[src/rtl/cve2_pmp_csr_regs_pkg.sv]
// Shared PMP types and CSR address constants for the cve2 PMP CSR block.
// Also provides the helper that packs a region's cfg into its pmpcfg byte.
package cve2_pkg;

  localparam int unsigned CSR_ADDR_W = 12;

  localparam logic [CSR_ADDR_W-1:0] CSR_PMPCFG0  = 12'h3A0;
  localparam logic [CSR_ADDR_W-1:0] CSR_PMPADDR0 = 12'h3B0;
  localparam logic [CSR_ADDR_W-1:0] CSR_MSECCFG  = 12'h747;
  localparam logic [CSR_ADDR_W-1:0] CSR_MSECCFGH = 12'h757;

  typedef enum logic [1:0] {
    PMP_MODE_OFF   = 2'b00,
    PMP_MODE_TOR   = 2'b01,
    PMP_MODE_NA4   = 2'b10,
    PMP_MODE_NAPOT = 2'b11
  } pmp_cfg_mode_e;

  typedef struct packed {
    logic          lock;
    pmp_cfg_mode_e mode;
    logic          exec;
    logic          write;
    logic          read;
  } pmp_cfg_t;

  typedef struct packed {
    logic rlb;
    logic mmwp;
    logic mml;
  } pmp_mseccfg_t;

  function automatic logic [7:0] pmp_cfg_byte(input pmp_cfg_t c);
    return {c.lock, 2'b00, c.mode, c.exec, c.write, c.read};
  endfunction

endpackage

[src/rtl/cve2_pmp_csr_regs_if.sv]
// CSR access port between the core's CSR file and the PMP CSR storage.
interface cve2_pmp_csr_regs_if;
  import cve2_pkg::*;

  logic                  we;
  logic [CSR_ADDR_W-1:0] addr;
  logic [31:0]           wdata;
  logic [31:0]           rdata;
  logic                  hit;

  modport master (output we, addr, wdata, input rdata, hit);
  modport slave  (input we, addr, wdata, output rdata, hit);
endinterface

[src/rtl/cve2_pmp_entry_reg.sv]
// One PMP region: cfg/addr flops, lock gating and WARL legalisation,
// plus the granularity-adjusted pmpaddr read-back value.
module cve2_pmp_entry_reg
  import cve2_pkg::*;
#(
  parameter int unsigned PMPGranularity = 0
) (
  input  logic          clk_i,
  input  logic          rst_ni,
  input  logic          cfg_we,
  input  pmp_cfg_t      cfg_wdata,
  input  logic          addr_we,
  input  logic [31:0]   addr_wdata,
  input  logic          next_lock,
  input  pmp_cfg_mode_e next_mode,
  input  logic          mml,
  input  logic          rlb,
  output pmp_cfg_t      cfg,
  output logic [31:0]   addr,
  output logic [31:0]   addr_rdata
);

  localparam int unsigned GM1       = (PMPGranularity > 0) ? PMPGranularity - 1 : 0;
  localparam logic [31:0] ZERO_MASK = 32'((64'd1 << PMPGranularity) - 64'd1);
  localparam logic [31:0] ONE_MASK  = 32'((64'd1 << GM1) - 64'd1);

  pmp_cfg_t cfg_legal;
  logic     mml_illegal;
  logic     cfg_blocked;
  logic     addr_blocked;

  always_comb begin
    cfg_legal = cfg_wdata;
    // NA4 cannot be represented once the grain exceeds 4 bytes
    if (PMPGranularity > 0 && cfg_wdata.mode == PMP_MODE_NA4) begin
      cfg_legal.mode = cfg.mode;
    end
    mml_illegal  = cfg_wdata.lock &&
                   ((cfg_wdata.write && !cfg_wdata.read) ||
                    (cfg_wdata.exec && !(cfg_wdata.read && cfg_wdata.write)));
    cfg_blocked  = (cfg.lock && !rlb) ||
                   (mml && !rlb && mml_illegal) ||
                   (!mml && cfg_wdata.write && !cfg_wdata.read);
    addr_blocked = !rlb && (cfg.lock || (next_lock && next_mode == PMP_MODE_TOR));
  end

  always_ff @(posedge clk_i or negedge rst_ni) begin
    if (!rst_ni) begin
      cfg  <= '0;
      addr <= '0;
    end else begin
      if (cfg_we && !cfg_blocked) cfg <= cfg_legal;
      if (addr_we && !addr_blocked) addr <= addr_wdata;
    end
  end

  always_comb begin
    addr_rdata = addr;
    if (PMPGranularity > 0) begin
      if (cfg.mode == PMP_MODE_NAPOT) begin
        addr_rdata = addr | ONE_MASK;
      end else if (cfg.mode == PMP_MODE_OFF || cfg.mode == PMP_MODE_TOR) begin
        addr_rdata = addr & ~ZERO_MASK;
      end
    end
  end

endmodule

[src/rtl/cve2_pmp_csr_regs.sv]
// PMP CSR storage: address decode, read mux and mseccfg, with one
// cve2_pmp_entry_reg per implemented region feeding the PMP checker.
module cve2_pmp_csr_regs
  import cve2_pkg::*;
#(
  parameter int unsigned PMPGranularity = 0,
  parameter int unsigned PMPNumRegions  = 4
) (
  input  logic                         clk_i,
  input  logic                         rst_ni,
  cve2_pmp_csr_regs_if.slave           bus,
  output logic [PMPNumRegions*6-1:0]   csr_pmp_cfg_o,
  output logic [PMPNumRegions*34-1:0]  csr_pmp_addr_o,
  output pmp_mseccfg_t                 csr_pmp_mseccfg_o
);

  pmp_cfg_t     cfg        [PMPNumRegions];
  logic [31:0]  addr       [PMPNumRegions];
  logic [31:0]  addr_rdata [PMPNumRegions];
  pmp_mseccfg_t mseccfg;
  logic         any_lock;
  logic         mseccfg_we;

  for (genvar i = 0; i < PMPNumRegions; i++) begin : g_region
    logic          cfg_we;
    logic          addr_we;
    pmp_cfg_t      cfg_wdata;
    logic          next_lock;
    pmp_cfg_mode_e next_mode;

    assign cfg_we    = bus.we && (bus.addr == CSR_PMPCFG0 + 12'(i / 4));
    assign addr_we   = bus.we && (bus.addr == CSR_PMPADDR0 + 12'(i));
    assign cfg_wdata = pmp_cfg_t'({bus.wdata[8*(i%4)+7], bus.wdata[8*(i%4) +: 5]});

    if (i + 1 < PMPNumRegions) begin : g_next
      assign next_lock = cfg[i+1].lock;
      assign next_mode = cfg[i+1].mode;
    end else begin : g_last
      assign next_lock = 1'b0;
      assign next_mode = PMP_MODE_OFF;
    end

    cve2_pmp_entry_reg #(
      .PMPGranularity(PMPGranularity)
    ) u_entry (
      .clk_i      (clk_i),
      .rst_ni     (rst_ni),
      .cfg_we     (cfg_we),
      .cfg_wdata  (cfg_wdata),
      .addr_we    (addr_we),
      .addr_wdata (bus.wdata),
      .next_lock  (next_lock),
      .next_mode  (next_mode),
      .mml        (mseccfg.mml),
      .rlb        (mseccfg.rlb),
      .cfg        (cfg[i]),
      .addr       (addr[i]),
      .addr_rdata (addr_rdata[i])
    );

    // Region 0 occupies the most significant slice
    assign csr_pmp_cfg_o[(PMPNumRegions-1-i)*6 +: 6]   = cfg[i];
    assign csr_pmp_addr_o[(PMPNumRegions-1-i)*34 +: 34] = {addr[i], 2'b00};
  end

  always_comb begin
    any_lock = 1'b0;
    for (int unsigned r = 0; r < PMPNumRegions; r++) begin
      any_lock = any_lock | cfg[r].lock;
    end
  end

  assign mseccfg_we = bus.we && (bus.addr == CSR_MSECCFG);

  // MML/MMWP are sticky; RLB only moves while unlocked or already set
  always_ff @(posedge clk_i or negedge rst_ni) begin
    if (!rst_ni) begin
      mseccfg <= '0;
    end else if (mseccfg_we) begin
      mseccfg.mml  <= mseccfg.mml  | bus.wdata[0];
      mseccfg.mmwp <= mseccfg.mmwp | bus.wdata[1];
      if (mseccfg.rlb || !any_lock) mseccfg.rlb <= bus.wdata[2];
    end
  end

  assign csr_pmp_mseccfg_o = mseccfg;

  always_comb begin
    bus.rdata = '0;
    bus.hit   = 1'b0;
    if (bus.addr[11:2] == CSR_PMPCFG0[11:2]) begin
      bus.hit = 1'b1;
      for (int unsigned r = 0; r < PMPNumRegions; r++) begin
        if (bus.addr[1:0] == 2'(r / 4)) bus.rdata[8*(r%4) +: 8] = pmp_cfg_byte(cfg[r]);
      end
    end else if (bus.addr[11:4] == CSR_PMPADDR0[11:4]) begin
      bus.hit = 1'b1;
      for (int unsigned r = 0; r < PMPNumRegions; r++) begin
        if (bus.addr[3:0] == 4'(r)) bus.rdata = addr_rdata[r];
      end
    end else if (bus.addr == CSR_MSECCFG) begin
      bus.hit   = 1'b1;
      bus.rdata = {29'b0, mseccfg};
    end else if (bus.addr == CSR_MSECCFGH) begin
      bus.hit = 1'b1;
    end
  end

endmodule
[src/flat_wrapper.sv]
// flat-port wrapper written by rule: the top's interface ports become plain ports
module cve2_pmp_csr_regs_flat import cve2_pkg::*;
#(
  parameter int unsigned PMPGranularity = 0,
  parameter int unsigned PMPNumRegions  = 4
)
  (clk_i, rst_ni, csr_pmp_cfg_o, csr_pmp_addr_o, csr_pmp_mseccfg_o, bus_we, bus_addr, bus_wdata, bus_rdata, bus_hit);
  cve2_pmp_csr_regs_if bus_i ();
  input  logic clk_i;
  input  logic rst_ni;
  output logic [PMPNumRegions*6-1:0] csr_pmp_cfg_o;
  output logic [PMPNumRegions*34-1:0] csr_pmp_addr_o;
  output pmp_mseccfg_t csr_pmp_mseccfg_o;
  input wire logic [$bits(bus_i.we)-1:0] bus_we;
  input wire logic [$bits(bus_i.addr)-1:0] bus_addr;
  input wire logic [$bits(bus_i.wdata)-1:0] bus_wdata;
  output wire logic [$bits(bus_i.rdata)-1:0] bus_rdata;
  output wire logic [$bits(bus_i.hit)-1:0] bus_hit;
  assign bus_i.we = bus_we;
  assign bus_i.addr = bus_addr;
  assign bus_i.wdata = bus_wdata;
  assign bus_rdata = bus_i.rdata;
  assign bus_hit = bus_i.hit;
  cve2_pmp_csr_regs #(.PMPGranularity(PMPGranularity), .PMPNumRegions(PMPNumRegions)) u_core (.clk_i(clk_i), .rst_ni(rst_ni), .bus(bus_i), .csr_pmp_cfg_o(csr_pmp_cfg_o), .csr_pmp_addr_o(csr_pmp_addr_o), .csr_pmp_mseccfg_o(csr_pmp_mseccfg_o));
endmodule
[config.mk]
export PLATFORM = sky130hd
export DESIGN_NAME = cve2_pmp_csr_regs_flat
export DESIGN_NICKNAME = d
export VERILOG_FILES = /design/src/rtl/cve2_pmp_csr_regs_pkg.sv /design/src/rtl/cve2_pmp_csr_regs_if.sv /design/src/rtl/cve2_pmp_entry_reg.sv /design/src/rtl/cve2_pmp_csr_regs.sv /design/src/flat_wrapper.sv
export SDC_FILE = /design/constraint.sdc
export NUM_CORES = 1
export LEC_CHECK = 0
export BUFFER_PORTS_ARGS = -buffer_cell sky130_fd_sc_hd__buf_2
export CAP_MARGIN = 0
export CORE_AREA = 2 2 125 127
export CTS_CLUSTER_SIZE = 12
export DETAILED_ROUTE_END_ITERATION = 8
export DIE_AREA = 0 0 127 129
export PLACE_DENSITY = 0.78
export SYNTH_ARGS = -nofsm -noshare
export SYNTH_HDL_FRONTEND = slang
export SYNTH_SLANG_ARGS = --single-unit
[constraint.sdc]
create_clock -name clk_i -period 3.15 [get_ports clk_i]
set_input_delay 0.315 -clock clk_i [delete_from_list [all_inputs] [get_ports clk_i]]
set_output_delay 0.315 -clock clk_i [all_outputs]
set_load 0.03 [all_outputs]
==> flow_summary.ini, run 1 <==
[status]
status = finished, final reports clean

[drt]
dr.pass1.iters = 6
vias = 5764
drt-vias-per-instance = 5.86
detail-route-antenna-nets = 0
avgRoutedWirePerCell_um = 22.0
route.detailed.drc = 0
first_iter_violations = 381
totalWireLength_um = 21700

[synthesis]
ys_warn_count = 0
synth.avg_cell_area_sq_um = 13.3
synth-async-reset-ratio = 1.00
seq_area_frac_synth = 0.528
syn_area_sq_um = 7350
syn_inst = 551
synth_edf_count = 0
synth_cell_types = 43
ys_seq_elements = 155
synthFlopType = dfrtp_1

[power]
swShare = 0.220
p_int_mw = 3.45
irDropWorstVdd_uv = 336
p_leak_nw = 5.12
switchingPower_mw = 0.974
finalPower_mw = 4.42
pwr-share-clk = 0.503
p_per_area_nw_per_um2 = 472
p_comb_frac = 0.046
p_seq_frac = 0.451

[sta]
worst_pin_slew_ps = 642
fin_crit_sh = 0.776
layout_min_cycle_time_ps = 2450
hold_viol_final = 0
rsz0062_at_grt = no
max-slew-margin-rel = 0.571
fmax_ghz = 0.409
clock_skew_ps = 7.32
finalSetupViolations = 0
finalMaxSlewViolations = 0
setup-tns-final_ps = 0

[clock_network]
worstSkewPairLatency_ps = 430
clock-sinks = 155
postCtsSetupBuffers = 0
cts_made_buffers = 17
cts_tree = done
cts_buffer_depth = 2
ctsRootBufferMaster = clkbuf_16
htree_levels = 4
cts.clk_slew.worst_paths_ps = 60

[setup_path]
start_kind = input port
worstSetupPathType = in -> out
cp-end-kind = output port
cp.required_ps = 2830
cp_max_fo = 25
cp_data_arrival_time_ps = 2130

[floorplan]
die_y_um = 129
num_rows = 45
io_pins = 243
die_x_um = 127
die_area_sq_um = 16400
core_area_sq_um = 15000
floorplan.initialDensity = 0.491

[placed_design]
place_inst = 952
placed_area_sq_um = 8730
gp_congestion = 0.784
dpl.hpwl_um = 15000
portBuffers = 234

[layout]
fin_area_sq_um = 9370
drive_above_1_share = 0.562
n_antenna_cell = 0
nets = 831
areaGrowthSynthToFinish_pct = 27.5
fin_cells = 984

[global_routing]
grt_overflow = 0
grt_pass1_wl_um = 33500
track_usage = 0.267
first_global_vias = 5965
grt_max_degree = 68
antenna_found_initial = 0

[min_path]
min_path_type = in -> reg

[run]
drv_cap = 0
worst max-delay path: stages:
cell and delay [ps]:
buf_2 100, nor2_1 400, and3_1 280, buf_4 370
o221ai_1 190, o2bb2ai_1 230, buf_2 230
what timing repair did:
action,4_1_cts,5_1_grt
gates resized for setup,0,0
endpoints found under the hold margin,55,0
hold buffers,1,0
final timing paths:
check,start,endpoint,slack [ps],depth (start not counted)
min in group asynchronous,rst_ni,u_core.g_region[0].u_entry.cfg[1],410,2
worst min register to register,u_core.csr_pmp_mseccfg_o[1],u_core.csr_pmp_mseccfg_o[1],520,1
max in group asynchronous,rst_ni,u_core.g_region[1].u_entry.cfg[0],1860,3
worst max register to register,u_core.g_region[1].u_entry.cfg[5],u_core.g_region[0].u_entry.addr[5],990,5
worst min-delay path,bus_wdata[30],u_core.g_region[2].u_entry.addr[30],160,2
worst max-delay path,bus_addr[3],bus_rdata[11],700,7
through the flow:
stage / utilization / setup slack [ps] / hold WS [ps]
after detailed placement: 0.583 / 695 / 318
final: 0.626 / 705 / 155
after floorplan: - / 794 / 19.4
after CTS: 0.626 / 716 / 137
after global routing: 0.626 / 551 / 149
after global placement: 0.583 / 761 / 311
power groups by stage:
stage	Combinational (mW)	Sequential [mW]	Clock [mW]
final	0.202	2.00	2.23
after global routing	0.222	1.99	2.34
after CTS	0.203	2.00	2.25
after detailed placement	0.201	2.03	0
after global placement	0.194	2.03	0
after floorplan	0.0790	2.04	0
cell usage in the layout (no fill, tap or decap), types with 3 or more instances in the layout:
master / Yosys / final
inv_1: 6 / 6
bufinv_16: 0 / 5
o221ai_1: 21 / 21
a22o_1: 3 / 3
nand3b_1: 10 / 10
nand3_1: 4 / 3
buf_2: 12 / 233
o21ai_0: 3 / 3
conb_1: 1 / 8
nor3_4: 0 / 4
or3b_2: 3 / 3
nor2_1: 3 / 3
mux4_2: 4 / 4
o22ai_1: 7 / 7
nor3_1: 11 / 11
clkbuf_16: 0 / 17
clkbuf_1: 14 / 3
nor2b_1: 28 / 28
a22oi_1: 3 / 3
a21o_1: 3 / 3
a211oi_1: 27 / 27
o2bb2ai_1: 22 / 22
mux2_2: 141 / 141
nand2b_1: 9 / 9
a21oi_1: 3 / 3
buf_4: 19 / 19
mux2_1: 8 / 8
dfrtp_1: 155 / 155
logic make-up after synthesis:
family                 Yosys count  synth area share
DFF                            155             0.528
muxes                          153             0.241
AOI/OAI and AO/OA              100             0.109
and+or+nand+nor                 87            0.0817
buffers and inverters           55            0.0398
other                            1          0.000510
layer usage:
layer  routed length (um)  vias to the layer above  global-route usage
met1                 8850                     2951               0.340
met3                 1590                       29              0.0678
met2                11000                      257               0.451
li1                     -                     2527                   -
met4                  295                        0              0.0892
met5                    0                        -                   0
Yosys cell counts, types with 6 or more instances:
cell type / n / share of area
clkbuf_1: 14 / 0.0072
inv_1: 6 / 0.0031
buf_4: 19 / 0.019
buf_2: 12 / 0.0082
mux2_1: 8 / 0.012
mux2_2: 141 / 0.22
nor3_1: 11 / 0.0075
nand3b_1: 10 / 0.010
nor3_2: 6 / 0.0082
o221ai_1: 21 / 0.025
o2bb2ai_1: 22 / 0.026
dfrtp_1: 155 / 0.53
nand2b_1: 9 / 0.0077
a211oi_1: 27 / 0.028
nor2b_1: 28 / 0.024
o22ai_1: 7 / 0.0060
area by class of cell:
cell class,instances,area (sq um)
clock buffers,20,437
inverters,6,22.5
fillers,1149,5610
clock inverters,11,193
repair buffers,256,1370
well taps,188,235
multi-input cells,348,3230
flip-flops and latches,155,3880
flip-flops by register name (all words and copies together), names as in the netlist:
name                          count
u_core.g_region.u_entry.addr    128
u_core.g_region.u_entry.cfg      24
u_core.csr_pmp_mseccfg_o          3
Power figures use the tool's default switching activity.
==> run 2: changes to the inputs <==
clock period = 2.6 ns   (was 3.15 ns; I/O delays follow)
==> run 2 against run 1 <==
  * Power is 17% higher
  * Final area hardly changed
  * Clock skew is 2.3 ps higher
  * Register-to-register slack worse by 370 ps
  * Die area stayed put
  * First-iteration DRC count is 5.2% higher
  * Via count is 1.4% higher
  * Critical path depth stayed put
  * Clock power is 12% higher
  * Sequential power is 21% higher
  * Sequential share of layout area hardly changed
  * Non-clock buffer count is 2 higher
  * Largest cell class unchanged
  * Largest power group unchanged
==> flow_summary.ini, run 2 (synthesized netlist as in run 1, its figures left out) <==
[status]
status = finished, final reports clean

[sta]
hold_viol_final = 0
rsz0062_at_grt = no
fmax_ghz = 0.434
setup-tns-final_ps = 0
max-slew-margin-rel = 0.640
worst_slack_ps = 296
layout_min_cycle_time_ps = 2300
worst_pin_slew_ps = 538
clock_skew_ps = 9.64
finalSetupViolations = 0
finalMaxSlewViolations = 0
fin_crit_sh = 0.886

[floorplan]
core_area_sq_um = 15000
io_pins = 243
floorplan.initialDensity = 0.491
die_y_um = 129
die_area_sq_um = 16400
num_rows = 45
die_x_um = 127

[layout]
regArea_sq_um = 3880
final_common_cell = buf_2
n_antenna_cell = 0
drive_above_1_share = 0.561
regMostFlops = u_core.g_region.u_entry.addr
largest_reg_flops = 128
fin_area_sq_um = 9380
nets = 833
areaGrowthSynthToFinish_pct = 27.6
fillers = 1168
multi_input_area_sq_um = 3230
finish.utilization = 0.626
final_cell_mix = 233 x buf_2, 155 x dfrtp_1, 141 x mux2_2, 28 x nor2b_1, 27 x a211oi_1
fin_cells = 985

[setup_path]
cp_max_fo = 24
r2r-start = u_core.csr_pmp_mseccfg_o[2]
r2r_cells = 5
cp.required_ps = 2340
cp_cell_sequence = buf_2 > nor2_1 > nand3_1 > nor3_4 > buf_4 > o2bb2ai_1 > buf_2
max_stage_delay_ps = 430
regToRegEndpoint = u_core.g_region[3].u_entry.cfg[4]
cp_data_arrival_time_ps = 2040
startpoint = bus_addr[3]
r2r_slack_ps = 620
crit_cells = 7
worstSetupPathType = in -> out
critPathBufInv = 3
start_kind = input port
cpMaxStageDelayCell = nor2_1
critical_path.top_delay_family = simple AND/OR/NAND/NOR gates
cp-end-kind = output port
crit_top_cell = buf_2
critPathCapture = bus_rdata[15]

[power]
p_per_area_nw_per_um2 = 551
p_leak_nw = 5.12
irDropWorstVdd_uv = 388

[placed_design]
place_inst = 954
portBuffers = 234
dpl.hpwl_um = 15000
gp_congestion = 0.815
placed_area_sq_um = 8780
place_ws_ps = 336

[drt]
drt-vias-per-instance = 5.93
vias = 5844
first_iter_violations = 401
avgRoutedWirePerCell_um = 22.1
dr.pass1.iters = 4
route.detailed.drc = 0
detail-route-antenna-nets = 0
totalWireLength_um = 21800

[min_path]
min_path_type = in -> reg

[clock_network]
ctsRootBufferMaster = clkbuf_16
cts_buffer_depth = 2
cts_tree = done
cts.clk_slew.worst_paths_ps = 60
cts_made_buffers = 17
worstSkewPairLatency_ps = 430
postCtsHoldBufs = 1
postCtsSetupBuffers = 0
clock-sinks = 155
cts_resized = 0
htree_levels = 4

[run]
drv_cap = 0

[global_routing]
grt_pass1_wl_um = 34000
grt_overflow = 0
track_usage = 0.270
grt_max_degree = 76
first_global_vias = 6128
antenna_found_initial = 0
## run 2: cell types whose count changed in the layout (fill, tap and decap cells not counted), sizes merged
cell,delta
clkinvlp,-1
bufinv,-2
clkbuf,+3
inv,-1
buf,+2
## run 2: metal layers
metal	routed length (um)	vias to the layer above	track usage
li1	-	2545	-
met1	9030	2970	0.340
met2	10700	285	0.448
met3	1550	44	0.0694
met4	477	0	0.114
met5	0	-	0
## run 2: cell type report
class                           count  area share
Timing Repair Buffer              258       0.152
Multi-Input combinational cell    348       0.345
Clock buffer                       23      0.0499
Sequential cell                   155       0.414
Clock inverter                      7      0.0124
Tap cell                          188      0.0251
Inverter                            6     0.00240
## run 2: how the worst min path moves through the flow
stage | from | to | cells after the start
after floorplan | rst_ni | u_core.csr_pmp_mseccfg_o[0] | 0
after detailed placement | rst_ni | u_core.g_region[3].u_entry.addr[2] | 1
after CTS | bus_wdata[5] | u_core.g_region[0].u_entry.addr[5] | 2
final | bus_wdata[5] | u_core.g_region[0].u_entry.addr[5] | 2
after global placement | rst_ni | u_core.g_region[3].u_entry.addr[2] | 1
after global routing | bus_wdata[6] | u_core.g_region[1].u_entry.addr[6] | 2
## run 2: stage by stage
step | power (mW) | hold slack, ps
floorplan | 2.56 | -35.6
global placement | 2.70 | 217
detailed placement | 2.71 | 223
CTS | 5.21 | 88.8
global route | 5.34 | 110
finish | 5.16 | 109
## run 2: worst reg2reg max path, cell delays in order, from the launching register on
cell,delay [ps]
dfrtp_1,540
buf_4,220
nand2b_1,110
a22oi_1,120
nor3_2,480
mux2_2,390
## run 2: power breakdown
group          leakage (nW)  switching [mW]  internal, mW
combinational          2.68           0.180        0.0667
clock                 0.283           0.950          1.55
sequential             2.15         0.00237          2.42
==> run 3: changes to the inputs <==
--- a/config.mk
+++ b/config.mk
@@ -14,2 +14,4 @@
 export PLACE_DENSITY = 0.78
+export RECOVER_POWER = 25
+export SLEW_MARGIN = 40
 export SYNTH_ARGS = -nofsm -noshare
==> constraint.sdc (replaced) <==
create_clock -name clk_i -period 2.6 [get_ports clk_i]
set_input_delay 0.39 -clock clk_i [delete_from_list [all_inputs] [get_ports clk_i]]
set_output_delay 0.39 -clock clk_i [all_outputs]
set_load 0.03 [all_outputs]
==> run 3 against run 2 <==
  * Clock skew barely moved
  * Critical path depth did not move
  * Die area did not move
  * Clock power fell by 10%
  * Global-route usage fell by 0.28 points
  * Via count rose by 0.60%
  * Non-clock buffer count rose by 4
  * Sequential power barely moved
  * Routed wire length fell by 2.1%
  * Worst hold slack improved by 120 ps
  * Combinational power barely moved
==> flow_summary.ini, run 3 (synthesized netlist as in run 1, its figures left out) <==
[drt]
first_iter_violations = 420
avgRoutedWirePerCell_um = 21.6
drt-vias-per-instance = 5.94
totalWireLength_um = 21400
vias = 5879
route.detailed.drc = 0
detail-route-antenna-nets = 0
dr.pass1.iters = 5

[floorplan]
core_area_sq_um = 15000
floorplan.initialDensity = 0.491
num_rows = 45
die_area_sq_um = 16400
die_y_um = 129
die_x_um = 127
io_pins = 243

[layout]
nets = 837
final_cell_mix = 232 x buf_2, 155 x dfrtp_1, 141 x mux2_2, 28 x nor2b_1, 27 x a211oi_1
drive_above_1_share = 0.562
n_antenna_cell = 0
regMostFlops = u_core.g_region.u_entry.addr
largest_reg_flops = 128
areaGrowthSynthToFinish_pct = 27.3
final_common_cell = buf_2

[clock_network]
postCtsSetupBuffers = 0
postCtsHoldBufs = 1
cts_buffer_depth = 2
clock-sinks = 155
ctsRootBufferMaster = clkbuf_16
cts_made_buffers = 17
cts_resized = 0
htree_levels = 4
cts_tree = done
cts.clk_slew.worst_paths_ps = 60
worstSkewPairLatency_ps = 420

[setup_path]
crit_top_cell = buf_2
cp-end-kind = output port
max_stage_delay_ps = 370
cp_data_arrival_time_ps = 1970
r2r_slack_ps = 700
critPathBufInv = 3
worstSetupPathType = in -> out
critical_path.top_delay_family = simple AND/OR/NAND/NOR gates
start_kind = input port
cp_max_fo = 25
cpMaxStageDelayCell = and4bb_2
cp.required_ps = 2210
r2r-start = u_core.csr_pmp_mseccfg_o[2]
startpoint = bus_addr[10]
cp_cell_sequence = buf_2 > and4bb_2 > and3_1 > buf_12 > o221ai_1 > o2bb2ai_1 > buf_2

[global_routing]
grt_max_degree = 82
grt_pass1_wl_um = 33700
first_global_vias = 6039
antenna_found_initial = 0
track_usage = 0.268
grt_overflow = 0

[placed_design]
gp_congestion = 0.800
dpl.hpwl_um = 15100
portBuffers = 234

[sta]
rsz0062_at_grt = no
fmax_ghz = 0.424
max-slew-margin-rel = 0.282
finalMaxSlewViolations = 0
setup-tns-final_ps = 0
layout_min_cycle_time_ps = 2360
clock_skew_ps = 10.1
finalSetupViolations = 0
worst_pin_slew_ps = 1080
hold_slack_ps = 229
fin_crit_sh = 0.908
hold_viol_final = 0

[min_path]
min_path_type = in -> reg
worst_hold_startpoint = bus_wdata[5]

[status]
status = finished, final reports clean

[power]
p_leak_nw = 5.10
p_per_area_nw_per_um2 = 525
irDropWorstVdd_uv = 399

[run]
drv_cap = 0
-- run 3: cell count changes in the layout (fill, tap and decap cells not counted) --
cell / delta
buf_2: -1
clkbuf_2: +2
clkbuf_1: +1
clkinvlp_4: +2
inv_6: +1
clkinv_4: +2
buf_4: +1
buf_12: +1
buf_6: -1
bufinv_16: -3
-- run 3: worst register-to-register path: stages (launching register included) --
cell and delay (ps):
dfrtp_1 480, buf_4 210, nand2b_1 120, a22oi_1 120, nor3_2 460, mux2_2 390
-- run 3: layout make-up --
| cell class | count | area (sq um) |
|---|---|---|
| flip-flops and latches | 155 | 3880 |
| clock inverters | 9 | 67.6 |
| repair buffers | 262 | 1450 |
| inverters | 6 | 22.5 |
| clock buffers | 22 | 464 |
| well taps | 188 | 235 |
| fillers | 1195 | 5620 |
| multi-input cells | 348 | 3230 |
-- run 3: power by group --
part           leakage, nW  switching, mW  internal (mW)  total (mW)
registers             2.15        0.00232           2.41        2.42
clock network        0.253          0.982           1.27        2.25
logic                 2.70          0.178         0.0673       0.245
total                 5.10           1.16           3.75        4.91
-- run 3: final timing paths --
check                                                     end  cells past startpoint
setup / recovery                                 bus_rdata[4]                      7
hold / removal             u_core.g_region[0].u_entry.addr[5]                      2
setup reg to reg            u_core.g_region[3].u_entry.cfg[0]                      5
hold reg to reg            u_core.g_region[0].u_entry.addr[5]                      1
max in group asynchronous   u_core.g_region[3].u_entry.cfg[0]                      3
min in group asynchronous  u_core.g_region[2].u_entry.addr[1]                      2
-- run 3: layer usage --
metal | track usage | wire (um) | vias up
met1 | 0.344 | 8740 | 2975
met5 | 0 | 0 | -
met3 | 0.0603 | 1690 | 39
met2 | 0.451 | 10500 | 316
met4 | 0.0944 | 446 | 0
li1 | - | - | 2549
-- run 3: through the flow --
step / util / area (sq um) / setup WS (ps) / std cells / power, mW
2_1_floorplan: - / 7370 / 93.6 / 558 / 2.56
3_3_place_gp: 0.589 / 8820 / 280 / 958 / 2.70
3_5_place_dp: 0.589 / 8820 / 263 / 958 / 2.71
4_1_cts: 0.625 / 9370 / 264 / 990 / 4.96
5_1_grt: 0.624 / 9350 / 93.1 / 990 / 5.08
6_report: 0.624 / 9350 / 240 / 990 / 4.91
